==> src/rtl/dcache_req_arb.sv <==
// ============================================================================
// Module   : dcache_req_arb
// Purpose  : Load/store arbiter in front of the data-cache memory port, with
//            anti-starvation store drain, in-flight load tracking and flush.
// Option   : define DCACHE_REQ_ARB_PERF_EN to build the perf counters.
// Revision : 1.0 - initial release
// ============================================================================
`timescale 1ns/1ps
`default_nettype none

module dcache_req_arb #(
    parameter int XLEN       = 64,
    parameter int TAG_W      = 8,
    parameter int MAX_OUT    = 4,
    parameter int STARVE_MAX = 4,
    parameter int DRAIN_LEN  = 2
) (
    input  logic                clk,
    input  logic                rst,
    // load requests
    input  logic                ld_req_valid,
    output logic                ld_req_ready,
    input  logic [XLEN-1:0]     ld_req_addr,
    input  logic [TAG_W-1:0]    ld_req_tag,
    // store requests
    input  logic                st_req_valid,
    output logic                st_req_ready,
    input  logic [XLEN-1:0]     st_req_addr,
    input  logic [XLEN-1:0]     st_req_data,
    input  logic [XLEN/8-1:0]   st_req_mask,
    input  logic                st_urgent,
    // memory side
    output logic                mem_valid,
    input  logic                mem_ready,
    output logic                mem_we,
    output logic [XLEN-1:0]     mem_addr,
    output logic [XLEN-1:0]     mem_wdata,
    output logic [XLEN/8-1:0]   mem_wmask,
    input  logic                mem_rvalid,
    input  logic [XLEN-1:0]     mem_rdata,
    // load responses
    output logic                ld_rsp_valid,
    output logic [TAG_W-1:0]    ld_rsp_tag,
    output logic [XLEN-1:0]     ld_rsp_data,
    input  logic                flush,
    // performance counters
    output logic [31:0]         perf_ld_cnt,
    output logic [31:0]         perf_st_cnt,
    output logic [31:0]         perf_conflict_cnt
);

    localparam int c_ptr_w = $clog2(MAX_OUT);
    localparam int c_cnt_w = c_ptr_w + 1;
    localparam int c_stv_w = $clog2(STARVE_MAX + 1);
    localparam int c_drn_w = $clog2(DRAIN_LEN + 1);
    localparam int c_msk_w = XLEN / 8;

    localparam logic [0:0] c_ld_prio  = 1'b0;
    localparam logic [0:0] c_st_drain = 1'b1;

    localparam logic [c_cnt_w-1:0] c_max_out    = c_cnt_w'(MAX_OUT);
    localparam logic [c_cnt_w-1:0] c_cnt_one    = c_cnt_w'(1);
    localparam logic [c_stv_w-1:0] c_starve_max = c_stv_w'(STARVE_MAX);
    localparam logic [c_stv_w-1:0] c_stv_one    = c_stv_w'(1);
    localparam logic [c_drn_w-1:0] c_drain_len  = c_drn_w'(DRAIN_LEN);
    localparam logic [c_drn_w-1:0] c_drn_one    = c_drn_w'(1);
    localparam logic [c_ptr_w-1:0] c_ptr_one    = c_ptr_w'(1);

    logic [0:0]          state_q,  state_d;
    logic [c_stv_w-1:0]  starve_q, starve_d;
    logic [c_drn_w-1:0]  drain_q,  drain_d;
    logic [c_cnt_w-1:0]  infl_q,   infl_d;
    logic [c_ptr_w-1:0]  wr_ptr_q, wr_ptr_d;
    logic [c_ptr_w-1:0]  rd_ptr_q, rd_ptr_d;

    logic [MAX_OUT-1:0][TAG_W-1:0] w_tags;
    logic [MAX_OUT-1:0]            w_kills;

    logic w_fifo_empty;
    logic w_ld_elig;
    logic w_st_elig;
    logic w_drain_cond;
    logic w_st_prio;
    logic w_sel_st;
    logic w_sel_ld;
    logic w_ld_gnt;
    logic w_st_gnt;
    logic w_pop;
    logic w_pop_kill;

    // ------------------------------------------------------------------
    // Arbitration
    // ------------------------------------------------------------------
    assign w_fifo_empty = (infl_q == '0);
    assign w_ld_elig    = ld_req_valid && (infl_q != c_max_out) && !flush;
    assign w_st_elig    = st_req_valid;

    // Store priority is decided in the same cycle the condition appears, so the
    // first drain grant lands right after the STARVE_MAX-th load grant.
    assign w_drain_cond = (state_q == c_ld_prio) ? (starve_q == c_starve_max)
                                                 : (drain_q < c_drain_len);
    assign w_st_prio    = st_req_valid && (st_urgent || w_drain_cond);

    assign w_sel_st = w_st_elig && (w_st_prio || !w_ld_elig);
    assign w_sel_ld = w_ld_elig && !w_sel_st;
    assign w_ld_gnt = w_sel_ld && mem_ready;
    assign w_st_gnt = w_sel_st && mem_ready;

    assign w_pop      = mem_rvalid && !w_fifo_empty;
    assign w_pop_kill = w_kills[rd_ptr_q];

    // ------------------------------------------------------------------
    // Outputs (all held at zero while reset is asserted)
    // ------------------------------------------------------------------
    assign mem_valid    = !rst && (w_ld_elig || w_st_elig);
    assign mem_we       = !rst && w_sel_st;
    assign mem_addr     = rst      ? '0 :
                          w_sel_st ? st_req_addr :
                          w_sel_ld ? ld_req_addr : '0;
    assign mem_wdata    = (!rst && w_sel_st) ? st_req_data : '0;
    assign mem_wmask    = (!rst && w_sel_st) ? st_req_mask : {c_msk_w{1'b0}};
    assign ld_req_ready = !rst && w_ld_gnt;
    assign st_req_ready = !rst && w_st_gnt;
    assign ld_rsp_valid = !rst && w_pop && !w_pop_kill && !flush;
    assign ld_rsp_tag   = rst ? '0 : w_tags[rd_ptr_q];
    assign ld_rsp_data  = rst ? '0 : mem_rdata;

    // ------------------------------------------------------------------
    // FSM, starvation and drain counters
    // ------------------------------------------------------------------
    always_comb begin
        state_d  = state_q;
        drain_d  = drain_q;
        starve_d = starve_q;

        if (w_st_gnt) begin
            starve_d = '0;
        end else if (w_ld_gnt && st_req_valid && (starve_q != c_starve_max)) begin
            starve_d = starve_q + c_stv_one;
        end

        case (state_q)
            c_ld_prio: begin
                if (w_st_prio) begin
                    state_d = c_st_drain;
                    drain_d = w_st_gnt ? c_drn_one : '0;
                end
            end
            c_st_drain: begin
                if (!w_st_prio) begin
                    state_d = c_ld_prio;
                    drain_d = '0;
                end else if (w_st_gnt && (drain_q != c_drain_len)) begin
                    drain_d = drain_q + c_drn_one;
                end
            end
            default: begin
                state_d = c_ld_prio;
                drain_d = '0;
            end
        endcase
    end

    // ------------------------------------------------------------------
    // In-flight counter and FIFO pointers
    // ------------------------------------------------------------------
    always_comb begin
        infl_d = infl_q;
        case ({w_ld_gnt, w_pop})
            2'b10:   infl_d = infl_q + c_cnt_one;
            2'b01:   infl_d = infl_q - c_cnt_one;
            default: infl_d = infl_q;
        endcase
        wr_ptr_d = w_ld_gnt ? (wr_ptr_q + c_ptr_one) : wr_ptr_q;
        rd_ptr_d = w_pop    ? (rd_ptr_q + c_ptr_one) : rd_ptr_q;
    end

    always_ff @(posedge clk or posedge rst) begin
        if (rst) begin
            state_q  <= c_ld_prio;
            starve_q <= '0;
            drain_q  <= '0;
            infl_q   <= '0;
            wr_ptr_q <= '0;
            rd_ptr_q <= '0;
        end else begin
            state_q  <= state_d;
            starve_q <= starve_d;
            drain_q  <= drain_d;
            infl_q   <= infl_d;
            wr_ptr_q <= wr_ptr_d;
            rd_ptr_q <= rd_ptr_d;
        end
    end

    // ------------------------------------------------------------------
    // Tag FIFO entries; an entry is occupied when its distance from the
    // read pointer is below the in-flight count.
    // ------------------------------------------------------------------
    for (genvar gi = 0; gi < MAX_OUT; gi++) begin : g_entry
        logic [TAG_W-1:0]   tag_q, tag_d;
        logic               kill_q, kill_d;
        logic [c_ptr_w-1:0] w_rel;
        logic               w_occ;
        logic               w_push;

        assign w_rel  = c_ptr_w'(gi) - rd_ptr_q;
        assign w_occ  = ({1'b0, w_rel} < infl_q);
        assign w_push = w_ld_gnt && (wr_ptr_q == c_ptr_w'(gi));

        always_comb begin
            tag_d  = tag_q;
            kill_d = kill_q | (flush && w_occ);
            if (w_push) begin
                tag_d  = ld_req_tag;
                kill_d = 1'b0;
            end
        end

        always_ff @(posedge clk or posedge rst) begin
            if (rst) begin
                tag_q  <= '0;
                kill_q <= 1'b0;
            end else begin
                tag_q  <= tag_d;
                kill_q <= kill_d;
            end
        end

        assign w_tags[gi]  = tag_q;
        assign w_kills[gi] = kill_q;
    end

    // ------------------------------------------------------------------
    // Performance counters
    // ------------------------------------------------------------------
`ifdef DCACHE_REQ_ARB_PERF_EN
    logic [31:0] perf_ld_q, perf_ld_d;
    logic [31:0] perf_st_q, perf_st_d;
    logic [31:0] perf_cf_q, perf_cf_d;

    always_comb begin
        perf_ld_d = perf_ld_q + {31'd0, w_ld_gnt};
        perf_st_d = perf_st_q + {31'd0, w_st_gnt};
        perf_cf_d = perf_cf_q + {31'd0, (ld_req_valid && st_req_valid)};
    end

    always_ff @(posedge clk or posedge rst) begin
        if (rst) begin
            perf_ld_q <= '0;
            perf_st_q <= '0;
            perf_cf_q <= '0;
        end else begin
            perf_ld_q <= perf_ld_d;
            perf_st_q <= perf_st_d;
            perf_cf_q <= perf_cf_d;
        end
    end

    assign perf_ld_cnt       = perf_ld_q;
    assign perf_st_cnt       = perf_st_q;
    assign perf_conflict_cnt = perf_cf_q;
`else
    assign perf_ld_cnt       = '0;
    assign perf_st_cnt       = '0;
    assign perf_conflict_cnt = '0;
`endif

`ifndef SYNTHESIS
    // A response with nothing outstanding is a protocol error upstream.
    a_no_orphan_rsp: assert property (@(posedge clk) disable iff (rst)
        mem_rvalid |-> !w_fifo_empty);
`endif

endmodule

`default_nettype wire

==> config.mk <==
export PLATFORM = sky130hd
export DESIGN_NAME = dcache_req_arb
export DESIGN_NICKNAME = d
export VERILOG_FILES = /design/src/rtl/dcache_req_arb.sv
export SDC_FILE = /design/constraint.sdc
export NUM_CORES = 1
export LEC_CHECK = 0
export CORE_AREA = 2 2 229 231
export DETAILED_ROUTE_END_ITERATION = 6
export DIE_AREA = 0 0 231 233
export GPL_TIMING_DRIVEN = 0
export PLACE_DENSITY_LB_ADDON = 0.12
export SLEW_MARGIN = 30
export SYNTH_ARGS = -nofsm -noshare
export SYNTH_HDL_FRONTEND = slang
export SYNTH_SLANG_ARGS = --single-unit
==> constraint.sdc <==
create_clock -name clk -period 11.7 [get_ports clk]
set_clock_uncertainty 0.05 [all_clocks]
set_input_delay 3.51 -clock clk [delete_from_list [all_inputs] [get_ports clk]]
set_output_delay 3.51 -clock clk [all_outputs]
set_load 0.01 [all_outputs]
==> results of run 1 <==
## critical path, cell delays in order
cell,delay [ns]
clkdlybuf4s50_1,0.58
nor2b_1,0.12
a21boi_0,0.23
a211oi_1,0.75
buf_2,0.39
clkbuf_1,0.64
and2_1,0.24
clkdlybuf4s50_1,0.62
## per-layer routing
metal / global-route usage / wire length [µm]
met1: 0.153 / 15000
met4: 0.0167 / 646
met3: 0.0350 / 2930
met2: 0.251 / 20200
met5: 0 / 22
## cells in the mapped netlist (2+ instances only)
cell and n:
a21boi_0 2, a21oi_1 10, a22o_1 14, a22o_2 50, a31oi_1 2, and2_1 81
buf_2 8, buf_4 96, buf_6 6, clkbuf_1 18, dfrtp_1 49, ha_1 12
inv_1 17, mux2_2 33, mux2i_1 2, mux4_2 9, nand2_1 6, nand2b_1 2
nand3_1 2, nor2_1 8, nor2b_1 66, nor3_4 5, o21ai_0 5, o31ai_4 2
xnor2_1 6
## how the worst min path moves through the flow
stage | startpoint | endpoint | cells past startpoint
CTS | g_entry[1].kill_q | g_entry[1].kill_q | 2
detailed placement | g_entry[1].kill_q | g_entry[1].kill_q | 2
finish | g_entry[1].kill_q | g_entry[1].kill_q | 2
floorplan | g_entry[3].kill_q | g_entry[3].kill_q | 2
global route | g_entry[0].tag_q[7] | g_entry[0].tag_q[7] | 1
global placement | g_entry[0].tag_q[5] | g_entry[0].tag_q[5] | 1
## placed cells by master (no fill, tap or decap), drive strengths merged, types with 5 or more instances in the layout
master,count
nor3,6
nor2b,66
conb,96
o21ai,5
ha,12
a22o,64
clkdlybuf4s50,491
clkbuf,23
mux4,9
buf,112
xnor2,6
diode,8
inv,20
and2,81
nor2,8
nand2,6
dfrtp,49
mux2,33
a21oi,10
## metrics by stage
stage | hold WS (ns) | std cells | power, mW
after global routing | 0.469 | 1806 | 1.14
after detailed placement | 0.441 | 1796 | 0.895
after global placement | 0.437 | 1795 | 0.893
final | 0.454 | 1812 | 1.06
after CTS | 0.458 | 1804 | 1.07
after floorplan | 0.407 | 624 | 0.600
## power breakdown
part	internal, mW	switching (mW)	total (mW)
logic	0.355	0.246	0.601
registers	0.239	0.0399	0.279
clock network	0.103	0.0731	0.176
## registers in the layout (all words and copies together) (netlist names)
signal	cells
state_q	1
g_entry.tag_q	32
wr_ptr_q	2
rd_ptr_q	2
drain_q	2
infl_q	3
starve_q	3
g_entry.kill_q	4
## cell families after synthesis
family                   synth area share
multiplexers                        0.120
buffers and inverters               0.195
AO/OA/AOI/OAI                       0.164
other                            0.000755
XOR/XNOR                           0.0123
AND/OR/NAND/NOR                     0.227
flip-flops                          0.247
adder cells (fa/ha/maj)            0.0342
## cell type report
| type | count | area share |
|---|---|---|
| buffer | 129 | 0.0796 |
| inverter | 18 | 0.00642 |
| tap | 680 | 0.0753 |
| sequential | 49 | 0.108 |
| clock buffer | 5 | 0.0111 |
| timing repair buffer | 492 | 0.436 |
| clock inverter | 3 | 0.00421 |
| multi-input combinational | 428 | 0.277 |
| antenna | 8 | 0.00177 |
==> results.json, run 1 <==
{
  "yosysSeqAreaShare": 0.247,
  "nets": 1416,
  "rsz0062_at_grt": "false",
  "synth_edf_count": 0,
  "hold_buffers": 0,
  "gp_congestion": 0.783,
  "cts_tree": "done",
  "cts.path.max_buffers": 2,
  "antenna_found_initial": 31,
  "arrival_ns": 7.09,
  "cap_viol_max_count": 0,
  "die_w_um": 231,
  "ctsResizeCount": 0,
  "synthesis.area_mm2": 0.00497,
  "synthArstFlopShare": 1.00,
  "crit_start": "flush",
  "vdd_drop_max_uv": 84.3,
  "start_kind": "primary input",
  "r2r_start": "starve_q[0]",
  "drc": 0,
  "fin_crit_ns": 10.65,
  "first_iter_violations": 144,
  "worst_pin_slew_ns": 0.802,
  "netlist.top_cell.by_area": "dfrtp_1",
  "layout-drive-gt1-share": 0.197,
  "cts.sinks": 49,
  "r2r-end": "infl_q[1]",
  "status": "completed",
  "regArea_mm2": 0.00123,
  "synthFlopType": "dfrtp_1",
  "dpl.hpwl_um": 35100,
  "p_leak_nw": 4.63,
  "finish.utilization": 0.221,
  "hp-class": "register to register",
  "cp_max_fo": 11,
  "relSlewSlack": 0.465,
  "cts_inserted_buffers": 5,
  "post_synth_main_area_contributors": "dfrtp_1 25%, buf_4 15%, and2_1 10%, a22o_2 10%, nor2b_1 8.3%",
  "grt_pass1_wl_um": 49500,
  "postCtsSetupBuffers": 0,
  "first_global_vias": 5764,
  "required_ns": 8.14,
  "reg2reg_depth": 9,
  "via_count": 5877,
  "postSynthCellCount": 529,
  "design_area_mm2": 0.0113,
  "wirelength_um": 38800,
  "synth_top_area_share": 0.247,
  "ios": 589,
  "grt_overflow": 0,
  "area_delta_synth_final_pct": 128,
  "io_buffer_count": 491,
  "multi_input_area_mm2": 0.00313,
  "cts-root-buf": "clkbuf_16",
  "slew_viol_final": 0,
  "fmax_ghz": 0.0939,
  "crit_end": "mem_wdata[0]",
  "postRouteAntennaNets": 0,
  "synth_area_per_cell_um2": 9.39,
  "clk_latency_ns": 0.30,
  "nFillCells": 5713,
  "cts_max_level": 2,
  "powerDensity_mw_per_mm2": 93.4,
  "yosysUniqueCellTypes": 43,
  "fin_tns_setup_ns": 0,
  "yosys_register_bits": 49,
  "grt_max_degree": 34,
  "finalSetupViolCount": 0,
  "grt_usage": 0.133,
  "initial_utilization": 0.0972,
  "crit_type": "primary input to output pin",
  "r2r_setup_slack_ns": 9.09,
  "placed_area_mm2": 0.0111,
  "dieArea_mm2": 0.0538,
  "fp-row-count": 83,
  "wire_per_inst_um": 21.4,
  "ys.warnings.count": 0,
  "via_per_inst": 3.24,
  "drt-pass1-iter-count": 4,
  "hold_violations": 0,
  "worst_setup_path_end_kind": "output pin",
  "place_ws_ns": 0.846,
  "die_h_um": 233,
  "cts.clk_slew.worst_paths_ns": 0.08,
  "core_mm2": 0.0511,
  "setup_ws_ns": 1.05,
  "post-route-period-util": 0.910
}
Note: power is estimated with default switching activity, not from simulation.
==> run 2, diff against run 1 <==
--- a/config.mk
+++ b/config.mk
@@ -14,3 +14,4 @@
 export SYNTH_ARGS = -nofsm -noshare
 export SYNTH_HDL_FRONTEND = slang
 export SYNTH_SLANG_ARGS = --single-unit
+export TNS_END_PERCENT = 100
==> results of run 2 <==
No change in the layout: final DEF, timing and power equal those of run 1.
